$ cat config.mk
export PLATFORM = sky130hd
export DESIGN_NAME = mult_div
export DESIGN_NICKNAME = d
export VERILOG_FILES = /design/src/rtl/mult_div.sv
export SDC_FILE = /design/constraint.sdc
export NUM_CORES = 1
export LEC_CHECK = 0
export CORE_MARGIN = 5
export CORE_UTILIZATION = 28
export CTS_CLUSTER_DIAMETER = 100
export DETAILED_ROUTE_END_ITERATION = 10
export SLEW_MARGIN = 20
export SYNTH_ARGS = -nofsm -noshare
export SYNTH_HDL_FRONTEND = slang
export SYNTH_SLANG_ARGS = --single-unit
$ cat constraint.sdc
create_clock -name clk_i -period 10.18 [get_ports clk_i]
set_input_delay 2.036 -clock clk_i [delete_from_list [all_inputs] [get_ports clk_i]]
set_output_delay 2.036 -clock clk_i [all_outputs]
set_load 0.005 [all_outputs]
$ cat src/rtl/mult_div.sv
// Iterative 32-cycle multiply/divide unit with HI/LO result registers.
// One shift-add or restoring shift-subtract step per RUN cycle; signs are applied at commit.
module mult_div #(
    parameter int Width = 32
) (
    input  logic             clk_i,
    input  logic             rst_i,
    input  logic             start_i,
    input  logic [1:0]       op_i,
    input  logic [Width-1:0] a_i,
    input  logic [Width-1:0] b_i,
    input  logic             hi_we_i,
    input  logic             lo_we_i,
    output logic             busy_o,
    output logic             done_o,
    output logic [Width-1:0] hi_o,
    output logic [Width-1:0] lo_o
);

    // Handshake: start_i is sampled only in IDLE (busy_o low); busy_o stays high for
    // exactly 32 cycles, then done_o pulses for one cycle while HI/LO hold the result.
    typedef enum logic {IDLE, RUN} state_t;

    localparam logic [1:0] OpMult  = 2'b00;
    localparam logic [1:0] OpMultu = 2'b01;

    state_t             state_q, state_d;
    logic [4:0]         cnt_q;
    logic [1:0]         op_q;
    logic [Width-1:0]   a_q, b_q, mag_b_q;
    logic [2*Width-1:0] p_q, p_step, result;
    logic [Width-1:0]   hi_q, lo_q;
    logic               done_q;

    logic [Width-1:0]   a_mag_in, b_mag_in;
    logic [Width:0]     add_sum, sh_rem;
    logic [Width+1:0]   diff;
    logic               a_neg, b_neg;
    logic [Width-1:0]   quot, rem;

    assign busy_o = (state_q == RUN);
    assign done_o = done_q;
    assign hi_o   = hi_q;
    assign lo_o   = lo_q;

    // op bit 0 clear means a signed operation: iterate on magnitudes
    always_comb begin
        a_mag_in = (!op_i[0] && a_i[Width-1]) ? -a_i : a_i;
        b_mag_in = (!op_i[0] && b_i[Width-1]) ? -b_i : b_i;
    end

    always_comb begin
        add_sum = {1'b0, p_q[2*Width-1:Width]} + {1'b0, (p_q[0] ? mag_b_q : {Width{1'b0}})};
        sh_rem  = {p_q[2*Width-1:Width], p_q[Width-1]};
        diff    = {1'b0, sh_rem} - {2'b00, mag_b_q};
        p_step  = {add_sum, p_q[Width-1:1]};
        if (op_q[1]) begin
            if (!diff[Width+1])
                p_step = {diff[Width-1:0], p_q[Width-2:0], 1'b1};
            else
                p_step = {sh_rem[Width-1:0], p_q[Width-2:0], 1'b0};
        end
    end

    // Final HI/LO value, formed from the last step so it can commit on the same edge
    always_comb begin
        a_neg  = !op_q[0] && a_q[Width-1];
        b_neg  = !op_q[0] && b_q[Width-1];
        quot   = p_step[Width-1:0];
        rem    = p_step[2*Width-1:Width];
        result = (a_neg ^ b_neg) ? -p_step : p_step;
        if (op_q[1]) begin
            if (b_q == '0)
                result = {a_q, {Width{1'b1}}};
            else
                result = {(a_neg ? -rem : rem), ((a_neg ^ b_neg) ? -quot : quot)};
        end
    end

    always_comb begin
        state_d = state_q;
        case (state_q)
            IDLE:    if (start_i) state_d = RUN;
            RUN:     if (cnt_q == 5'd31) state_d = IDLE;
            default: state_d = IDLE;
        endcase
    end

    always_ff @(posedge clk_i or posedge rst_i) begin
        if (rst_i) state_q <= IDLE;
        else       state_q <= state_d;
    end

    always_ff @(posedge clk_i or posedge rst_i) begin
        if (rst_i) begin
            cnt_q   <= '0;
            op_q    <= OpMult;
            a_q     <= '0;
            b_q     <= '0;
            mag_b_q <= '0;
            p_q     <= '0;
            hi_q    <= '0;
            lo_q    <= '0;
            done_q  <= 1'b0;
        end else begin
            done_q <= 1'b0;
            if (state_q == IDLE) begin
                if (start_i) begin
                    op_q    <= op_i;
                    a_q     <= a_i;
                    b_q     <= b_i;
                    mag_b_q <= b_mag_in;
                    p_q     <= {{Width{1'b0}}, a_mag_in};
                    cnt_q   <= '0;
                end else begin
                    if (hi_we_i) hi_q <= a_i;
                    if (lo_we_i) lo_q <= a_i;
                end
            end else begin
                p_q   <= p_step;
                cnt_q <= cnt_q + 5'd1;
                if (cnt_q == 5'd31) begin
                    {hi_q, lo_q} <= result;
                    done_q       <= 1'b1;
                end
            end
        end
    end

    // OpMultu is named for readability of the op encoding alongside OpMult
    logic unused_ok;
    assign unused_ok = ^OpMultu;

endmodule

## After elaboration in Yosys (flattened, before gate mapping)

Cells that the tools add are included.

| word-level totals | value |
|---|---|
| memories | 0 |
| flip-flop bits (word level) | 233 |
| logic and storage cells | 63 |
| latch bits | 0 |
| output and inout bits | 66 |
| memory bits (writable) | 0 |
| ROM bits | 0 |

| cells by class | value |
|---|---|
| equality and inequality tests | 3 |
| $add $sub $neg | 8 |
| multiplexer cells | 27 |
| div/mod/pow operators | 0 |
| magnitude comparators | 0 |
| reduce and logical (&&, ||, !) cells | 13 |
| bitwise operators | 2 |
| shift-type cells | 0 |
| multipliers | 0 |

Operators by type and width:

| operator | number |
|---|---|
| $mux 64 | 7 |
| $mux 32 | 13 |
| $neg 32->32 | 4 |
| $neg 64->64 | 1 |
| $sub 33x32->34 | 1 |
| $add 32x32->33 | 1 |
| $logic_not 32->1 | 1 |
| $mux 5 | 2 |
| $reduce_and 3->1 | 2 |
| $reduce_bool 2->1 | 3 |
| $add 5x1->5 const B | 1 |
| $eq 5x5->1 const B | 1 |
| $logic_and 1x1->1 | 4 |
| $mux 1 | 4 |
| $ne 2x1->1 const B | 2 |
| $logic_not 1->1 | 2 |
| $pmux 1 s2 | 1 |
| $reduce_and 2->1 | 1 |
| $not 1->1 | 1 |
| $xor 1x1->1 | 1 |

## Longest topological paths before layout

| depth | value |
|---|---|
| depth in word-level cells | 9 |
| depth in mapped cells | 26 |
| mapped depth without buffers | 21 |

## Least setup slack after synthesis

Ideal clock, no wire load.

| timing path | value |
|---|---|
| path kind | reg2reg |
| from | register op_q[1] |
| to | register hi_q[16] (netlist: hi_o[16]) |
| arrival | 4.889 ns |
| data required time | 10.054 ns |
| cell stages (with the launch flop) | 26 |
| path slack | 5.165 ns |
| buffers on the path | 13 |
| setup time | 0.126 ns |
| path through | dfrtp_1 -> buf_4 -> buf_2 -> buf_2 -> buf_2 -> buf_2 -> clkbuf_1 -> buf_2 -> buf_2 -> buf_2 -> buf_2 -> buf_2 -> o21bai_1 -> ha_1 -> nand2_1 -> or2_2 -> nor4_1 -> and2_0 -> clkbuf_1 -> and2_1 -> buf_2 -> nand3_1 -> o21ai_0 -> mux2i_1 -> o211ai_1 -> a221o_1 |

| on the way | value |
|---|---|
| cells in the longest elaborated chain, start to end | 7 |
| elaborated cells on any way between the ends | 9 |

Ends and longest elaborated chain:

| element | RTL line | RTL |
|---|---|---|
| start: declaration | 29 | `logic [1:0] op_q;` |
| start signal: assignment | 97 | `op_q <= OpMult;` |
| start signal: assignment | 109 | `op_q <= op_i;` |
| $mux 64 | 57 | `if (op_q[1]) begin` |
| $neg 32->32 | 76 | `result = {(a_neg ? -rem : rem), ((a_neg ^ b_neg) ? -quot : quot)};` |
| $mux 32 | 76 |  |
| $mux 64 | 73 | `if (b_q == '0)` |
| $mux 64 (*) | 72 | `if (op_q[1]) begin` |
| $mux 32 (*) | 122 | `if (cnt_q == 5'd31) begin` |
| $mux 32 (*) | 107 | `if (state_q == IDLE) begin` |
| end signal: assignment | 116 | `if (hi_we_i) hi_q <= a_i;` |
| end signal: assignment | 123 | `{hi_q, lo_q} <= result;` |
| end: declaration | 32 | `logic [Width-1:0] hi_q, lo_q;` |

Every way passes the cells marked *; elsewhere a longest branch is shown, timed or not. The select of a mux whose other input is x is not followed.
A chain may end at the register's enable or synchronous reset.

## Worst setup path after layout

| timing path | value |
|---|---|
| from | register p_q[39] |
| to | register hi_q[16] (netlist: hi_o[16]) |

| on the way | value |
|---|---|
| cells in the longest elaborated chain, start to end | 9 |
| elaborated cells on any way between the ends | 12 |

Ends and longest elaborated chain:

| element | RTL line | RTL |
|---|---|---|
| start: declaration | 31 | `logic [2*Width-1:0] p_q, p_step, result;` |
| start signal: assignment | 113 | `p_q <= {{Width{1'b0}}, a_mag_in};` |
| start signal: assignment | 120 | `p_q <= p_step;` |
| $sub 33x32->34 | 55 | `diff = {1'b0, sh_rem} - {2'b00, mag_b_q};` |
| $mux 64 | 58 | `if (!diff[Width+1])` |
| $mux 64 (*) | 57 |  |
| $neg 32->32 | 76 |  |
| $mux 32 | 76 |  |
| $mux 64 | 73 |  |
| $mux 64 (*) | 72 |  |
| $mux 32 (*) | 122 |  |
| $mux 32 (*) | 107 |  |

Marked as above.

==> results.md <==
* Number of instances in the placed design at 3361
* Initial antenna violation count at 2
* CP Data Arrival Time at 6970 ps
* Die area at 0.0737 mm2
* RSZ-0062 raised after global routing: no
* Clk Latency, worst-skew pair at 610 ps
* Die span in x at 271 um
* Max Root-Sink Buffers at 3
* Vias at 19000
* Slowest-stage cell, CP: nor4_1
* Ports at 137
* WP data required at 10670 ps
* CORE AREA at 0.0675 mm2
* Vias/cell at 5.55
* Share of layout cells above drive strength 1 at 0.0634
* Initial Util at 0.284
* Synth top area cells: dfrtp_1 (30%), nand2_1 (8.9%), o21ai_0 (5.2%), ha_1 (4.6%), xnor2_1 (4.2%)
* Setup_tns at 0 ps
* Number of global-route vias before repair at 18200
* Synth Flop Type: dfrtp_1
* Final worst slack at 3690 ps
* IO Port Bufs at 136
* Syn_nets at 2620
* Max Cap Viol at 0
* CTS tree: done
* DR WL/cell at 21.9 um
* Final wirelength at 74800 um
* Most common cell in the netlist: nand2_1
* Area leader, netlist: dfrtp_1
* Die H at 271 um
* Total track usage at 0.195
* Sequential fraction of the synthesis area at 0.303
* Fin crit period at 6490 ps
* Rows at 95
* Nets at 2662
* Final ANT Viol Nets at 0
* HPWL after DPL at 56800 um
* Final hold vios at 0
* Crit path top cell by count: ha_1
* Peak fanout along the critical path at 28
* Count of cell types in the netlist at 99
* CP Capture Type: flip-flop
* Relative slew slack at 0.283
* Clock Sinks at 232
* Critical path startpoint category: flip-flop
* Setup violators final at 0
* Clock skew at 28.2 ps
* Number of synthesized register bits at 232
* Hold Crit Class: flip-flop to flip-flop
* Gr busiest metal: met2
* Async set or reset register ratio after synthesis at 1.00
* Post-cts gate resize count at 0
* Beginning of the worst hold path: a_q[18]
* Hold_buf cts at 0
* DR pass1 iterations at 5
* Crit share post-route at 0.637
* Crit path kind: flip-flop to flip-flop
* Final slew viol count at 0
* Dpl ws at 3820 ps
* Cells after Synth at 2477
* Mapped Avg Cell Area at 7.73 um2
* CP startpoint: p_q[39]
* Fmax at 154 MHz
* Largest net degree at the start of global routing at 134
* Top cells by count, synth: nand2_1 (453), dfrtp_1 (232), o21ai_0 (200)
* GR Layer Usage met1 at 0.266
* Cell Area, Synth at 0.0191 mm2
* GP Congestion at 0.951
* Global-route wire length before repair at 114000 um
* Post-Layout Cell Count at 3415
* DRC at 0
* EDFF count, synth at 0
* Synth Warn # at 0
* Gr ovfl total at 0
* DR iter-0 viols at 1835
* Cell breakdown of the critical path: ha_1, a21oi_2, o21ai_2, a211oi_4, a211o_2, nand2_2, nor2_1, o21bai_1, ha_1, nand2_1, or2_2, nor4_1, and2_0, and2_1, nand3_1, o21ai_0, mux2i_1, o211ai_1, a221o_1
* R2r startpoint: p_q[39]
* Setup repair bufs after CTS at 0
* Worst slew pin tran at 1080 ps
* H-tree Lvls at 1
* Synth-to-Final Area Change at 16.1%
* Top cell type's share of synthesized area at 0.303
* Root buf cell: clkbuf_16
* Met2 Use GR at 0.302
* Status: finished clean
* Met3 usage at 0.0375
* Clk pin slew, worst setup/hold paths at 70 ps
* TritonCTS Buffers at 29
* Largest stage delay on the critical path at 540 ps
## worst max-delay path, delay by kind of cell (launching register included)
kind / cells / cell delay, ps
AND/OR/NAND/NOR: 8 / 2940
AO/OA/AOI/OAI: 8 / 2110
adder cells (fa/ha/maj): 2 / 650
flip-flops: 1 / 450
multiplexers: 1 / 220
## kinds of logic after synthesis
logic type	count (synthesis)	share of synthesized area
AND/OR/NAND/NOR	1000	0.243
AO/OA/AOI/OAI	730	0.252
flip-flops	232	0.303
buffers and inverters	221	0.0472
XOR/XNOR	156	0.0714
adder cells (fa/ha/maj)	72	0.0478
multiplexers	66	0.0356
## path summary, 6_finish.rpt
| check | endpoint | slack (ps) | depth (start not counted) |
|---|---|---|---|
| max in group asynchronous | mag_b_q[25] | 7000 | 3 |
| min reg2reg | a_q[18] | 470 | 2 |
| max | hi_o[16] | 3690 | 19 |
| min | a_q[18] | 470 | 2 |
| max reg2reg | hi_o[16] | 3690 | 19 |
| min in group asynchronous | lo_o[11] | 1900 | 2 |
## flip-flops by register name (all words and copies together) (netlist names)
| signal | count |
|---|---|
| mag_b_q | 31 |
| op_q | 2 |
| lo_o | 32 |
| b_q | 32 |
| done_o | 1 |
| hi_o | 32 |
| cnt_q | 5 |
| busy_o | 1 |
| a_q | 32 |
| p_q | 64 |
## metrics by stage
step,hold WS [ps],cell area [um2],utilization
2_1_floorplan,439,19100,-
3_5_place_dp,458,21200,0.314
3_3_place_gp,456,21200,0.314
5_1_grt,498,22200,0.329
6_report,472,22200,0.329
4_1_cts,474,22200,0.329
## per-layer routing
metal  share of wire  wire length [um]  up-vias
met5               0                 0        -
met1            0.44             32900     9026
met2            0.44             32600      759
li1                -                 -     9017
met4           0.049              3640        0
met3           0.075              5600      163
## final cells by class
| class | instances | area, um2 |
|---|---|---|
| multi-input combinational | 2024 | 12500 |
| fill | 7233 | 45300 |
| sequential | 232 | 5810 |
| inverter | 68 | 264 |
| timing repair buffer | 164 | 1580 |
| clock buffer | 39 | 833 |
| antenna | 1 | 2.50 |
| clock inverter | 14 | 171 |
| tap | 873 | 1090 |
## cells in the final DEF, fill, tap and decap left out, types with 12 or more instances in the layout
master and count:
a31oi_1 40, o22a_1 12, nor3_1 54, nor2b_1 15, clkdlybuf4s50_1 135, o31ai_1 32, a21oi_1 160, xnor2_1 92
and2_1 51, nor4_1 28, nand3_1 39, or3_1 37, nor2_1 192, inv_1 66, nand2b_1 19, a41oi_1 14
a211oi_1 18, buf_4 27, mux2i_1 50, dfrtp_1 230, mux2_2 16, o21a_1 14, o211ai_1 43, nand2_1 452
ha_1 70, o21ai_0 200, xor2_1 64, o22ai_1 22, and3_1 24, clkbuf_16 29, a21o_1 28, nand4_1 22
Power is left out: the tool's default activity adds up to more than one toggle a clock period on the data nets, which glitch-free logic cannot reach.
